$ cat config.mk
export PLATFORM = sky130hd
export DESIGN_NAME = freq_meter_flat
export DESIGN_NICKNAME = d
export VERILOG_FILES = /design/src/rtl/freq_meter_if.sv /design/src/rtl/freq_meter.sv /design/src/flat_wrapper.sv
export SDC_FILE = /design/constraint.sdc
export NUM_CORES = 1
export LEC_CHECK = 0
export BUFFER_PORTS_ARGS = -buffer_cell sky130_fd_sc_hd__buf_2
export CAP_MARGIN = 10
export CORE_UTILIZATION = 53
export DETAILED_ROUTE_END_ITERATION = 8
export GPL_TIMING_DRIVEN = 0
export HOLD_SLACK_MARGIN = 0.06
export PLACE_DENSITY = 0.75
export SYNTH_ARGS = -nofsm -noshare
export SYNTH_HDL_FRONTEND = slang
export SYNTH_SLANG_ARGS = --single-unit
$ cat constraint.sdc
create_clock -name clk -period 2.5 [get_ports clk]
set_clock_uncertainty 0.05 [all_clocks]
set_input_delay 0.25 -clock clk [delete_from_list [all_inputs] [get_ports clk]]
set_output_delay 0.25 -clock clk [all_outputs]
set_load 0.01 [all_outputs]
$ cat src/rtl/freq_meter_if.sv
// freq_meter_if
//   Groups the measurement-side signals of the gated frequency meter.
//   master : the meter itself (samples sig_in/hold, drives data/valid/overflow)
//   slave  : the consumer/driver side (drives sig_in/hold, reads the result)
//   Ports
//     sig_in    signal under measurement, asynchronous to the meter clock
//     hold      1 = discard the result of the window that is ending
//     data      last latched edge count, zero-extended to 32 bits
//     valid     one-cycle pulse when data/overflow update
//     overflow  latched window exceeded the saturation limit
interface freq_meter_if;
  logic        sig_in;
  logic        hold;
  logic [31:0] data;
  logic        valid;
  logic        overflow;

  modport master (
    input  sig_in,
    input  hold,
    output data,
    output valid,
    output overflow
  );

  modport slave (
    output sig_in,
    output hold,
    input  data,
    input  valid,
    input  overflow
  );
endinterface

$ cat src/rtl/freq_meter.sv
// freq_meter
//   Gated frequency meter. Counts rising edges of an asynchronous input over a
//   window of GATE_CYCLES clocks, saturating at MAX_COUNT so an 8-digit display
//   never wraps, and presents each completed count on bus.data.
//   Ports
//     clk   system clock
//     rst   asynchronous, active-high reset
//     bus   freq_meter_if.master (sig_in, hold in; data, valid, overflow out)
//
//   state   | meaning
//   --------+-----------------------------------------------------------
//   S_COUNT | gate window open, synchronized rising edges are counted
//   S_LATCH | window closed; result latched to outputs unless hold=1
//   S_CLEAR | valid pulse high; counters cleared for the next window
module freq_meter #(
  parameter int unsigned GATE_CYCLES = 100_000_000,
  parameter int unsigned MAX_COUNT   = 99_999_999,
  parameter int unsigned CNT_W       = 27
) (
  input  logic         clk,
  input  logic         rst,
  freq_meter_if.master bus
);

  localparam int unsigned GATE_W = (GATE_CYCLES > 1) ? $clog2(GATE_CYCLES) : 1;
  localparam logic [GATE_W-1:0] GATE_LAST = GATE_W'(GATE_CYCLES - 1);
  localparam logic [CNT_W-1:0]  CNT_MAX   = CNT_W'(MAX_COUNT);
  localparam logic [CNT_W-1:0]  CNT_ONE   = CNT_W'(1);
  localparam logic [GATE_W-1:0] GATE_ONE  = GATE_W'(1);

  typedef enum logic [1:0] {
    S_COUNT = 2'd0,
    S_LATCH = 2'd1,
    S_CLEAR = 2'd2
  } state_t;

  state_t            state;
  logic [GATE_W-1:0] gate_cnt;
  logic [CNT_W-1:0]  edge_cnt;
  logic              ovf_flag;

  // s1/s2 form the synchronizer; s3 only delays s2 for edge detection
  logic s1, s2, s3;
  logic edge_det;

  logic [CNT_W-1:0] data_q;
  logic             valid_q;
  logic             ovf_q;

  assign edge_det = s2 & ~s3;

  always_ff @(posedge clk or posedge rst) begin
    if (rst) begin
      s1       <= 1'b0;
      s2       <= 1'b0;
      s3       <= 1'b0;
      state    <= S_COUNT;
      gate_cnt <= '0;
      edge_cnt <= '0;
      ovf_flag <= 1'b0;
      data_q   <= '0;
      valid_q  <= 1'b0;
      ovf_q    <= 1'b0;
    end else begin
      s1 <= bus.sig_in;
      s2 <= s1;
      s3 <= s2;

      case (state)
        S_COUNT: begin
          // saturate rather than wrap; the flag remembers we clipped
          if (edge_det) begin
            if (edge_cnt == CNT_MAX) begin
              ovf_flag <= 1'b1;
            end else begin
              edge_cnt <= edge_cnt + CNT_ONE;
            end
          end
          if (gate_cnt == GATE_LAST) begin
            state <= S_LATCH;
          end else begin
            gate_cnt <= gate_cnt + GATE_ONE;
          end
        end

        S_LATCH: begin
          // hold only matters here; the window itself always runs
          if (!bus.hold) begin
            data_q  <= edge_cnt;
            ovf_q   <= ovf_flag;
            valid_q <= 1'b1;
          end
          state <= S_CLEAR;
        end

        S_CLEAR: begin
          valid_q  <= 1'b0;
          edge_cnt <= '0;
          ovf_flag <= 1'b0;
          gate_cnt <= '0;
          state    <= S_COUNT;
        end

        default: begin
          valid_q  <= 1'b0;
          edge_cnt <= '0;
          ovf_flag <= 1'b0;
          gate_cnt <= '0;
          state    <= S_COUNT;
        end
      endcase
    end
  end

  assign bus.data     = 32'(data_q);
  assign bus.valid    = valid_q;
  assign bus.overflow = ovf_q;

endmodule
$ cat src/flat_wrapper.sv
// flat-port wrapper written by rule: the top's interface ports become plain ports
module freq_meter_flat 
#(
  parameter int unsigned GATE_CYCLES = 100_000_000,
  parameter int unsigned MAX_COUNT   = 99_999_999,
  parameter int unsigned CNT_W       = 27
)
  (clk, rst, bus_sig_in, bus_hold, bus_data, bus_valid, bus_overflow);
  freq_meter_if bus_i ();
  input  logic clk;
  input  logic rst;
  input wire logic [$bits(bus_i.sig_in)-1:0] bus_sig_in;
  input wire logic [$bits(bus_i.hold)-1:0] bus_hold;
  output wire logic [$bits(bus_i.data)-1:0] bus_data;
  output wire logic [$bits(bus_i.valid)-1:0] bus_valid;
  output wire logic [$bits(bus_i.overflow)-1:0] bus_overflow;
  assign bus_i.sig_in = bus_sig_in;
  assign bus_i.hold = bus_hold;
  assign bus_data = bus_i.data;
  assign bus_valid = bus_i.valid;
  assign bus_overflow = bus_i.overflow;
  freq_meter #(.GATE_CYCLES(GATE_CYCLES), .MAX_COUNT(MAX_COUNT), .CNT_W(CNT_W)) u_core (.clk(clk), .rst(rst), .bus(bus_i));
endmodule
==> out/results.ini, run 1 <==
[clock_tree]
cts-root-to-sink-buffers=2
cts_post_setup_buffers_inserted=0
tritoncts_num_sinks=89
tritoncts.num_buffers=9
root_buffer=sky130_fd_sc_hd__clkbuf_8
cts.clk_slew.worst_paths_ns=0.09
cts-htree-levels=3
cts_tree=built
clkLatencyLatePin_ns=0.36

[logic_synthesis]
synthesized_instance_count=385
mean_area_per_synthesized_cell_um2=10.9
yosysSeqAreaShare=0.530
synth-adder-area-share=0.00596
synth_xor_xnor_area_share=0.0813
yosys-mux-area-fraction=0.0825
dominant_combinational_cell_family_by_area_after_synthesis=simple AND/OR/NAND/NOR gates
yosys_most_used_dff=sky130_fd_sc_hd__dfrtp_1
synth_compound_gate_area_share=0.0518
netlist-cell-type-count=53
ys_ff_latch=89
synth_async_sr_flop_share=1.00
synth_area_mm2=0.00420
synth-edff-count=0
synth-simple-area-share=0.219
ys_warn_count=0

[drt]
via_count=2994
detailedRoute.firstIterationViolations=129
routed_via_density=5.51
drt_drc_violations_left=0
antenna_violation_net_count_after_detailed_routing=0
drt_pre_antenna_iters=4
postRouteWirelength_mm=8.00
post_drt_wl_per_cell_um=14.7

[place]
numPortBuffers=32
gp_routability_congestion=0.801
placed_area_mm2=0.00455
place.detailed.hpwl_mm=5.58
dp_slack_ns=0.147

[layout]
layout.cells.most_common=sky130_fd_sc_hd__dfrtp_1
fillerInstances=644
finalInstanceArea_mm2=0.00475
antennaDiodeCount=0
layout.cells.most_common_list=89 x sky130_fd_sc_hd__dfrtp_1, 59 x sky130_fd_sc_hd__nor2_1, 36 x sky130_fd_sc_hd__buf_2
post_route_cells_drive_above_1_share=0.231
finalNetCount=442
area_growth_syn_to_layout_pct=13.1

[power]
power_switching_uw=721
p_comb_frac=0.081
intPower_uw=1940
power.switching_fraction=0.271
ir_worst_vdd_mv=0.375
p_per_area_mw_per_mm2=560
power_leakage_uw=0.00229
clockPowerShare=0.339
flop_pwr_share=0.579

[global_routing]
antenna_found_initial=0
globalRoute.totalOverflow=0
first_global_vias=2889
grt_pass1_wl_mm=13.7
gr-usage-all-layers=0.210
grt_start_max_net_pins=44

[hold_path]
hold_path.class=primary input to asynchronous set/reset pin

[setup_path]
worst_ep_required_time_ns=2.70
crit_slowest_cell=sky130_fd_sc_hd__or4_4
worstSetupPathType=register to register
timing.critical_path.to_type=register
arrival_ns=2.56
worst_setup_path_start_kind=register
critical_path.cell_chain=or4_4 -> nor4_4 -> a21oi_2 -> nand4_1 -> mux2_1
worst_path_largest_cell_delay_ns=0.57
cp_max_fo=8
r2r_slack_ns=0.15

[timing]
totalNegativeSetupSlack_ns=0
worst_pin_slew_ns=1.04
min_period_over_period=0.941
slew-limit-headroom=0.303
finalMaxSlewViolations=0
final-hold-violation-count=0
grt_setup_unrepaired=no
timing.final.crit_period_ns=2.35
fmax_ghz=0.425
setup_ws_ns=0.147
setup_violations=0

[floorplan]
chipHeight_um=91.0
floorplan.initialDensity=0.547
die_width_um=91.0
area_of_the_die_mm2=0.00829
rows=32
placeableCoreArea_mm2=0.00769
boundaryPins=38

[status]
outcome=finished, final reports clean

[flow_run]
max_cap_viol_count=0

## sequential cells by signal, summed over array words and instances, names as in the netlist
| register | flops |
|---|---|
| u_core.bus.overflow | 1 |
| u_core.bus.valid | 1 |
| u_core.data_q | 27 |
| u_core.edge_cnt | 27 |
| u_core.gate_cnt | 27 |
| u_core.ovf_flag | 1 |
| u_core.s1 | 1 |
| u_core.s2 | 1 |
| u_core.s3 | 1 |
| u_core.state | 2 |
## stage by stage
stage                util  power, uW  hold slack [ns]  cells
floorplan               -       1730            0.231    389
global placement    0.586       1760            0.285    523
detailed placement  0.592       1790            0.150    525
CTS                 0.617       2690            0.298    543
global route        0.618       2780            0.308    543
finish              0.618       2660            0.308    543
## path summary, 6_finish.rpt
check | start | end | cells past startpoint
hold reg to reg | u_core.s1 | u_core.s2 | 0
setup reg to reg | u_core.gate_cnt[8] | u_core.gate_cnt[7] | 5
setup / recovery | u_core.gate_cnt[8] | u_core.gate_cnt[7] | 5
min in group clk | u_core.s1 | u_core.s2 | 0
hold / removal | rst | u_core.edge_cnt[1] | 3
max in group asynchronous | rst | u_core.gate_cnt[20] | 4
## layout make-up
| cell class | instances | area, um2 | share of cell area |
|---|---|---|---|
| timing repair buffer | 36 | 220 | 0.0464 |
| buffer | 19 | 96.3 | 0.0203 |
| sequential | 89 | 2230 | 0.469 |
| clock inverter | 6 | 50.0 | 0.0105 |
| tap | 102 | 128 | 0.0269 |
| inverter | 6 | 26.3 | 0.00553 |
| clock buffer | 10 | 128 | 0.0269 |
| multi-input combinational | 275 | 1880 | 0.395 |
## kinds of logic after synthesis
logic type                 count (synthesis)
adders and majority gates                  2
muxes                                     31
AOI/OAI and AO/OA                         32
and+or+nand+nor                          166
xor gates and xnor gates                  39
DFF                                       89
buffers and inverters                     25
other                                      1
## power by group through the flow
stage          registers, uW  logic [uW]  clock network, uW
2_1_floorplan           1550         173                  0
3_3_place_gp            1570         197                  0
3_5_place_dp            1570         215                  0
4_1_cts                 1540         217                929
5_1_grt                 1550         251                976
6_report                1540         216                904
## Yosys cell counts, drive strengths merged, types with 3 or more instances
master | instances | share of area
nand4b | 4 | 0.0083
or3 | 4 | 0.0060
dfrtp | 89 | 0.53
nor3 | 9 | 0.011
mux2 | 29 | 0.078
xor2 | 28 | 0.058
clkbuf | 8 | 0.0074
xnor2 | 11 | 0.023
nand4 | 20 | 0.030
nand3 | 18 | 0.023
inv | 6 | 0.0054
a22o | 3 | 0.0063
buf | 11 | 0.015
nand2 | 23 | 0.021
a21oi | 9 | 0.012
a21o | 3 | 0.0057
nor2b | 3 | 0.0045
nor2 | 59 | 0.053
nor4 | 7 | 0.028
o21ai | 6 | 0.0071
and3 | 5 | 0.0077
nor4bb | 3 | 0.0071
## metal layers
layer / track usage / part of all wire / vias up
met3: 0.0477 / 0.033 / 10
met5: 0 / 0 / -
li1: - / - / 1442
met1: 0.271 / 0.46 / 1489
met2: 0.342 / 0.49 / 53
met4: 0.0873 / 0.015 / 0
## critical path, delay by kind of cell (launching register included)
| kind | cells | cell delay [ns] |
|---|---|---|
| simple gates | 3 | 1.25 |
| flops | 1 | 0.45 |
| mux | 1 | 0.32 |
| compound gates | 1 | 0.17 |
## repair_timing
| item | CTS | global route |
|---|---|---|
| resized for setup | 0 | 1 |
| hold buffers | 2 | 0 |
| setup endpoints to repair | 0 | 2 |
| endpoints found under the hold margin | 87 | 0 |
Power figures use the tool's default switching activity.
==> inputs of run 2 (changes only) <==
--- a/config.mk
+++ b/config.mk
@@ -5,9 +5,10 @@
 export SDC_FILE = /design/constraint.sdc
 export NUM_CORES = 1
 export LEC_CHECK = 0
-export BUFFER_PORTS_ARGS = -buffer_cell sky130_fd_sc_hd__buf_2
+export BUFFER_PORTS_ARGS = -buffer_cell sky130_fd_sc_hd__buf_4
 export CAP_MARGIN = 10
 export CORE_UTILIZATION = 53
+export CTS_CLUSTER_DIAMETER = 150
 export DETAILED_ROUTE_END_ITERATION = 8
 export GPL_TIMING_DRIVEN = 0
 export HOLD_SLACK_MARGIN = 0.06
==> out/results.ini, run 2 (synthesis results as in run 1) <==
[status]
outcome=finished, final reports clean  ; unchanged

[power]
power_switching_uw=710  ; was 721 uW
power_leakage_uw=0.00229  ; about the same
power.switching_fraction=0.258  ; was 0.271
clockPowerShare=0.358  ; was 0.339
p_comb_frac=0.080  ; was 0.081
p_per_area_mw_per_mm2=567  ; was 560 mW/mm2
flop_pwr_share=0.562  ; was 0.579
ir_worst_vdd_mv=0.322  ; was 0.375 mV
intPower_uw=2040  ; was 1940 uW

[place]
numPortBuffers=32  ; unchanged
placed_area_mm2=0.00463  ; was 0.00455 mm2
place.detailed.hpwl_mm=5.74  ; was 5.58 mm
numPlacedInstances=525  ; unchanged
gp_routability_congestion=0.791  ; was 0.801
dp_slack_ns=0.137  ; was 0.147 ns

[timing]
slew-limit-headroom=0.265  ; was 0.303
finalMaxSlewViolations=0  ; unchanged
totalNegativeSetupSlack_ns=0  ; unchanged
min_period_over_period=0.946  ; was 0.941
setup_ws_ns=0.134  ; was 0.147 ns
worst_hold_slack_ns=0.313  ; was 0.308 ns
grt_setup_unrepaired=no  ; unchanged
final-hold-violation-count=0  ; unchanged
fmax_ghz=0.423  ; was 0.425 GHz
worst_pin_slew_ns=1.09  ; was 1.04 ns
setup_violations=0  ; unchanged
timing.final.crit_period_ns=2.37  ; was 2.35 ns

[setup_path]
crit_slowest_cell=sky130_fd_sc_hd__or4_4  ; unchanged
critical_path.cell_chain=or4_4 -> nor4_4 -> a21oi_2 -> nand4_1 -> mux2_1  ; unchanged
critical_path_depth_in_cells=5  ; unchanged
path_delay_family=simple AND/OR/NAND/NOR gates  ; unchanged
worst_r2r_path_depth=5  ; unchanged
timing.critical_path.to_type=register  ; unchanged
arrival_ns=2.56  ; about the same
crit_buf_inv=0  ; unchanged
worst_setup_path_start_kind=register  ; unchanged
worstSetupPathType=register to register  ; unchanged
worst_path_largest_cell_delay_ns=0.57  ; about the same
cp_max_fo=8  ; unchanged
worst_ep_required_time_ns=2.70  ; about the same

[clock_tree]
tritoncts.num_buffers=9  ; unchanged
cts.clk_slew.worst_paths_ns=0.10  ; was 0.09 ns
tritoncts_num_sinks=89  ; unchanged
cts-root-to-sink-buffers=2  ; unchanged
clkLatencyLatePin_ns=0.36  ; about the same
cts_tree=built  ; unchanged
root_buffer=sky130_fd_sc_hd__clkbuf_8  ; unchanged
cts-htree-levels=3  ; unchanged

[floorplan]
boundaryPins=38  ; unchanged
placeableCoreArea_mm2=0.00769  ; unchanged
rows=32  ; unchanged
die_width_um=91.0  ; unchanged
chipHeight_um=91.0  ; unchanged
floorplan.initialDensity=0.547  ; unchanged
area_of_the_die_mm2=0.00829  ; unchanged

[layout]
finalInstanceArea_mm2=0.00485  ; was 0.00475 mm2
layout.area.seq_mm2=0.00223  ; unchanged
layout.cells.most_common_list=89 x sky130_fd_sc_hd__dfrtp_1, 59 x sky130_fd_sc_hd__nor2_1, 37 x sky130_fd_sc_hd__buf_4  ; was 89 x sky130_fd_sc_hd__dfrtp_1, 59 x sky130_fd_sc_hd__nor2_1, 36 x sky130_fd_sc_hd__buf_2
largestRegisters=u_core.data_q (27), u_core.edge_cnt (27), u_core.gate_cnt (27)  ; unchanged
finalNetCount=442  ; unchanged
antennaDiodeCount=0  ; unchanged
layout.cells.most_common=sky130_fd_sc_hd__dfrtp_1  ; unchanged
fillerInstances=623  ; was 644
area_growth_syn_to_layout_pct=15.4  ; was 13.1%
multi_input_area_mm2=0.00188  ; unchanged
number_of_cells_in_the_finished_layout_apart_from_fillers=543  ; unchanged
post_route_cells_drive_above_1_share=0.231  ; unchanged

[drt]
via_count=3008  ; was 2994
drt_pre_antenna_iters=4  ; unchanged
wl_met3_um=264  ; was 267 um
routed_via_density=5.54  ; was 5.51
drt_drc_violations_left=0  ; unchanged
postRouteWirelength_mm=8.24  ; was 8.00 mm
post_drt_wl_per_cell_um=15.2  ; was 14.7 um
wl_met2_mm=4.13  ; was 3.90 mm
detail_route.wirelength.met1_mm=3.76  ; was 3.71 mm
antenna_violation_net_count_after_detailed_routing=0  ; unchanged
detailedRoute.firstIterationViolations=182  ; was 129
topRoutingLayerUsed=met4  ; unchanged

[global_routing]
antenna_found_initial=0  ; unchanged
globalRoute.totalOverflow=0  ; unchanged
grt_start_max_net_pins=45  ; was 44
gr-usage-all-layers=0.219  ; was 0.210
first_global_vias=2996  ; was 2889
grt_pass1_wl_mm=14.4  ; was 13.7 mm

[flow_run]
max_cap_viol_count=0  ; unchanged

[hold_path]
hold_path.class=primary input to asynchronous set/reset pin  ; unchanged

==> run 2: cell types whose count changed in the layout (fill, tap and decap cells not counted) <==
cell	previous run	this run
sky130_fd_sc_hd__buf_2	36	4
sky130_fd_sc_hd__buf_4	5	37
sky130_fd_sc_hd__bufinv_16	0	1
sky130_fd_sc_hd__clkinv_2	0	1
sky130_fd_sc_hd__clkinv_4	2	1
sky130_fd_sc_hd__inv_6	2	1
==> run 2: layout make-up <==
type                            instances  share of cell area
Buffer                                 19              0.0199
Clock buffer                           10              0.0263
Clock inverter                          6              0.0139
Inverter                                6             0.00542
Multi-Input combinational cell        275               0.387
Sequential cell                        89               0.459
Tap cell                              102              0.0263
Timing Repair Buffer                   36              0.0619
==> run 2: timing repair <==
action	4_1_cts	5_1_grt
setup buffers	0	0
hold endpoints to repair	90	0
gates resized for setup	0	1
hold buffers	2	0
endpoints found under the setup margin	0	2
==> run 2: power groups by stage <==
| stage | sequential [uW] | clock [uW] | combinational (uW) |
|---|---|---|---|
| floorplan | 1550 | 0 | 173 |
| finish | 1540 | 983 | 221 |
| global route | 1550 | 1060 | 251 |
| detailed placement | 1570 | 0 | 218 |
| global placement | 1570 | 0 | 199 |
| CTS | 1540 | 1000 | 222 |
==> run 2: final timing paths <==
check | startpoint | end | slack (ns)
setup / recovery | u_core.gate_cnt[8] | u_core.gate_cnt[7] | 0.13
hold / removal | rst | u_core.data_q[0] | 0.31
setup reg to reg | u_core.gate_cnt[8] | u_core.gate_cnt[7] | 0.13
hold reg to reg | u_core.s1 | u_core.s2 | 0.33
max in group asynchronous | rst | u_core.edge_cnt[7] | 1.64
min in group clk | u_core.s1 | u_core.s2 | 0.33
==> run 2: per-layer routing <==
layer  GRT usage  up-vias
li1            -     1442
met3      0.0469        7
met1       0.283     1513
met2       0.366       46
met5           0        -
met4      0.0794        0
==> run 2: metrics by stage <==
stage               utilization  total power [uW]
global route              0.631              2860
detailed placement        0.602              1790
global placement          0.597              1770
finish                    0.631              2750
floorplan                     -              1730
CTS                       0.630              2760
==> run 2: worst min-delay path: cells and delay by family <==
| kind | cells | cell delay (ns) |
|---|---|---|
| buffers and inverters | 3 | 0.82 |
==> inputs of run 3 (changes only) <==
--- a/config.mk
+++ b/config.mk
@@ -7,7 +7,7 @@
 export LEC_CHECK = 0
 export BUFFER_PORTS_ARGS = -buffer_cell sky130_fd_sc_hd__buf_4
 export CAP_MARGIN = 10
-export CORE_UTILIZATION = 53
+export CORE_UTILIZATION = 55
 export CTS_CLUSTER_DIAMETER = 150
 export DETAILED_ROUTE_END_ITERATION = 8
 export GPL_TIMING_DRIVEN = 0
==> constraint.sdc (replaced) <==
create_clock -name clk -period 3 [get_ports clk]
set_clock_uncertainty 0.05 [all_clocks]
set_input_delay 0.3 -clock clk [delete_from_list [all_inputs] [get_ports clk]]
set_output_delay 0.3 -clock clk [all_outputs]
set_load 0.01 [all_outputs]
==> out/results.ini, run 3 (synthesis results as in run 1) <==
[timing]
setup_ws_ns=0.591  ; was 0.134 ns
totalNegativeSetupSlack_ns=0  ; unchanged
worst_pin_slew_ns=1.08  ; was 1.09 ns
slew-limit-headroom=0.271  ; was 0.265
setup_violations=0  ; unchanged
timing.final.crit_period_ns=2.41  ; was 2.37 ns
final-hold-violation-count=0  ; unchanged
grt_setup_unrepaired=no  ; unchanged
finalMaxSlewViolations=0  ; unchanged
min_period_over_period=0.803  ; was 0.946
fmax_ghz=0.415  ; was 0.423 GHz

[global_routing]
antenna_found_initial=0  ; unchanged
globalRoute.totalOverflow=0  ; unchanged
gr-usage-all-layers=0.236  ; was 0.219
grt_start_max_net_pins=73  ; was 45
grt_pass1_wl_mm=14.2  ; was 14.4 mm
first_global_vias=2962  ; was 2996

[clock_tree]
cts-root-to-sink-buffers=2  ; unchanged
post_cts_resize_count=0  ; unchanged
cts_post_setup_buffers_inserted=0  ; unchanged
cts_tree=built  ; unchanged
tritoncts_num_sinks=89  ; unchanged
cts.clk_slew.worst_paths_ns=0.10  ; about the same
tritoncts.num_buffers=9  ; unchanged
root_buffer=sky130_fd_sc_hd__clkbuf_8  ; unchanged
clkLatencyLatePin_ns=0.37  ; was 0.36 ns
cts-htree-levels=3  ; unchanged

[layout]
final_util=0.658  ; was 0.631
number_of_cells_in_the_finished_layout_apart_from_fillers=539  ; was 543
multi_input_area_mm2=0.00187  ; was 0.00188 mm2
antennaDiodeCount=0  ; unchanged
layout.cells.most_common=sky130_fd_sc_hd__dfrtp_1  ; unchanged
layout.area.seq_mm2=0.00223  ; unchanged
area_growth_syn_to_layout_pct=14.8  ; was 15.4%
largestRegisters=u_core.data_q (27), u_core.edge_cnt (27), u_core.gate_cnt (27)  ; unchanged
post_route_cells_drive_above_1_share=0.230  ; was 0.231
layout.cells.most_common_list=89 x sky130_fd_sc_hd__dfrtp_1, 59 x sky130_fd_sc_hd__nor2_1, 37 x sky130_fd_sc_hd__buf_4  ; unchanged
fillerInstances=598  ; was 623
finalNetCount=441  ; was 442

[floorplan]
die_width_um=89.4  ; was 91.0 um
chipHeight_um=89.4  ; was 91.0 um
placeableCoreArea_mm2=0.00733  ; was 0.00769 mm2
floorplan.initialDensity=0.573  ; was 0.547
rows=31  ; was 32
area_of_the_die_mm2=0.00799  ; was 0.00829 mm2
boundaryPins=38  ; unchanged

[drt]
detailedRoute.firstIterationViolations=222  ; was 182
antenna_violation_net_count_after_detailed_routing=0  ; unchanged
drt_pre_antenna_iters=4  ; unchanged
post_drt_wl_per_cell_um=15.5  ; was 15.2 um
routed_via_density=5.52  ; was 5.54
via_count=2974  ; was 3008
postRouteWirelength_mm=8.37  ; was 8.24 mm
drt_drc_violations_left=0  ; unchanged

[setup_path]
worst_ep_required_time_ns=3.21  ; was 2.70 ns
crit_slowest_cell=sky130_fd_sc_hd__nor4_4  ; was sky130_fd_sc_hd__or4_4
rr_endpoint=u_core.gate_cnt[7]  ; unchanged
timing.critical_path.to_type=register  ; unchanged
arrival_ns=2.62  ; was 2.56 ns
worstSetupPathType=register to register  ; unchanged
worst_setup_path_start_kind=register  ; unchanged
cp_max_fo=8  ; unchanged
cp-startpoint=u_core.gate_cnt[19]  ; was u_core.gate_cnt[8]
r2r_slack_ns=0.59  ; was 0.13 ns
worst_setup_path_endpoint=u_core.gate_cnt[7]  ; unchanged
worst_r2r_path_depth=6  ; was 5
rr_startpoint=u_core.gate_cnt[19]  ; was u_core.gate_cnt[8]
worst_path_largest_cell_delay_ns=0.55  ; was 0.57 ns
critical_path.cell_chain=clkbuf_1 -> or4_4 -> nor4_4 -> a21oi_2 -> nand4_1 -> mux2_1  ; was or4_4 -> nor4_4 -> a21oi_2 -> nand4_1 -> mux2_1

[flow_run]
max_cap_viol_count=0  ; unchanged

[status]
outcome=finished, final reports clean  ; unchanged

[power]
power_leakage_uw=0.00229  ; about the same
p_per_area_mw_per_mm2=467  ; was 567 mW/mm2
ir_worst_vdd_mv=0.360  ; was 0.322 mV

[place]
numPlacedInstances=521  ; was 525
dp_slack_ns=0.608  ; was 0.137 ns
numPortBuffers=32  ; unchanged
gp_routability_congestion=0.813  ; was 0.791
place.detailed.hpwl_mm=5.88  ; was 5.74 mm

[hold_path]
hold_path.class=register to register  ; was primary input to asynchronous set/reset pin

[run 3: area by class of cell]
cell class,instances,share of cell area
buffer,19,0.0200
clock buffer,11,0.0314
clock inverter,5,0.00830
inverter,6,0.00519
multi-input combinational,275,0.388
sequential,89,0.462
tap,99,0.0257
timing repair buffer,35,0.0597
[run 3: metrics by stage]
step                      hold slack, ns  total power, uW  area [um2]
after global routing               0.327             2340        4820
after floorplan                    0.281             1440        4220
after CTS                          0.328             2270        4820
final                              0.324             2250        4820
after global placement             0.283             1480        4580
after detailed placement           0.216             1490        4610
[run 3: how the worst min path moves through the flow]
stage,startpoint,endpoint,slack (ns),depth (start not counted)
6_report,u_core.s1,u_core.s2,0.32,0
5_1_grt,u_core.s1,u_core.s2,0.33,0
4_1_cts,u_core.s1,u_core.s2,0.33,0
3_5_place_dp,rst,u_core.gate_cnt[0],0.22,2
3_3_place_gp,u_core.s1,u_core.s2,0.28,0
2_1_floorplan,u_core.s1,u_core.s2,0.28,0
[run 3: power breakdown]
group,switching [uW],internal (uW)
clock network,436,349
registers,50.2,1240
logic,109,71.8
[run 3: metal layers]
layer  track usage  share of wire  vias up
li1              -              -     1443
met1         0.325           0.47     1447
met2         0.368           0.47       68
met3        0.0388          0.036       16
met4         0.113          0.021        0
met5             0              0        -
[run 3: worst max-delay path: cells and delay by family, from the launching register on]
kind / cells / cell delay, ns
mux: 1 / 0.32
compound gates: 1 / 0.20
simple gates: 3 / 1.17
buf+inv: 1 / 0.19
flops: 1 / 0.37
[run 3: repair_timing]
action / in CTS / in global routing
endpoints found under the setup margin: 0 / 0
hold buffers: 2 / 0
endpoints found under the hold margin: 18 / 0
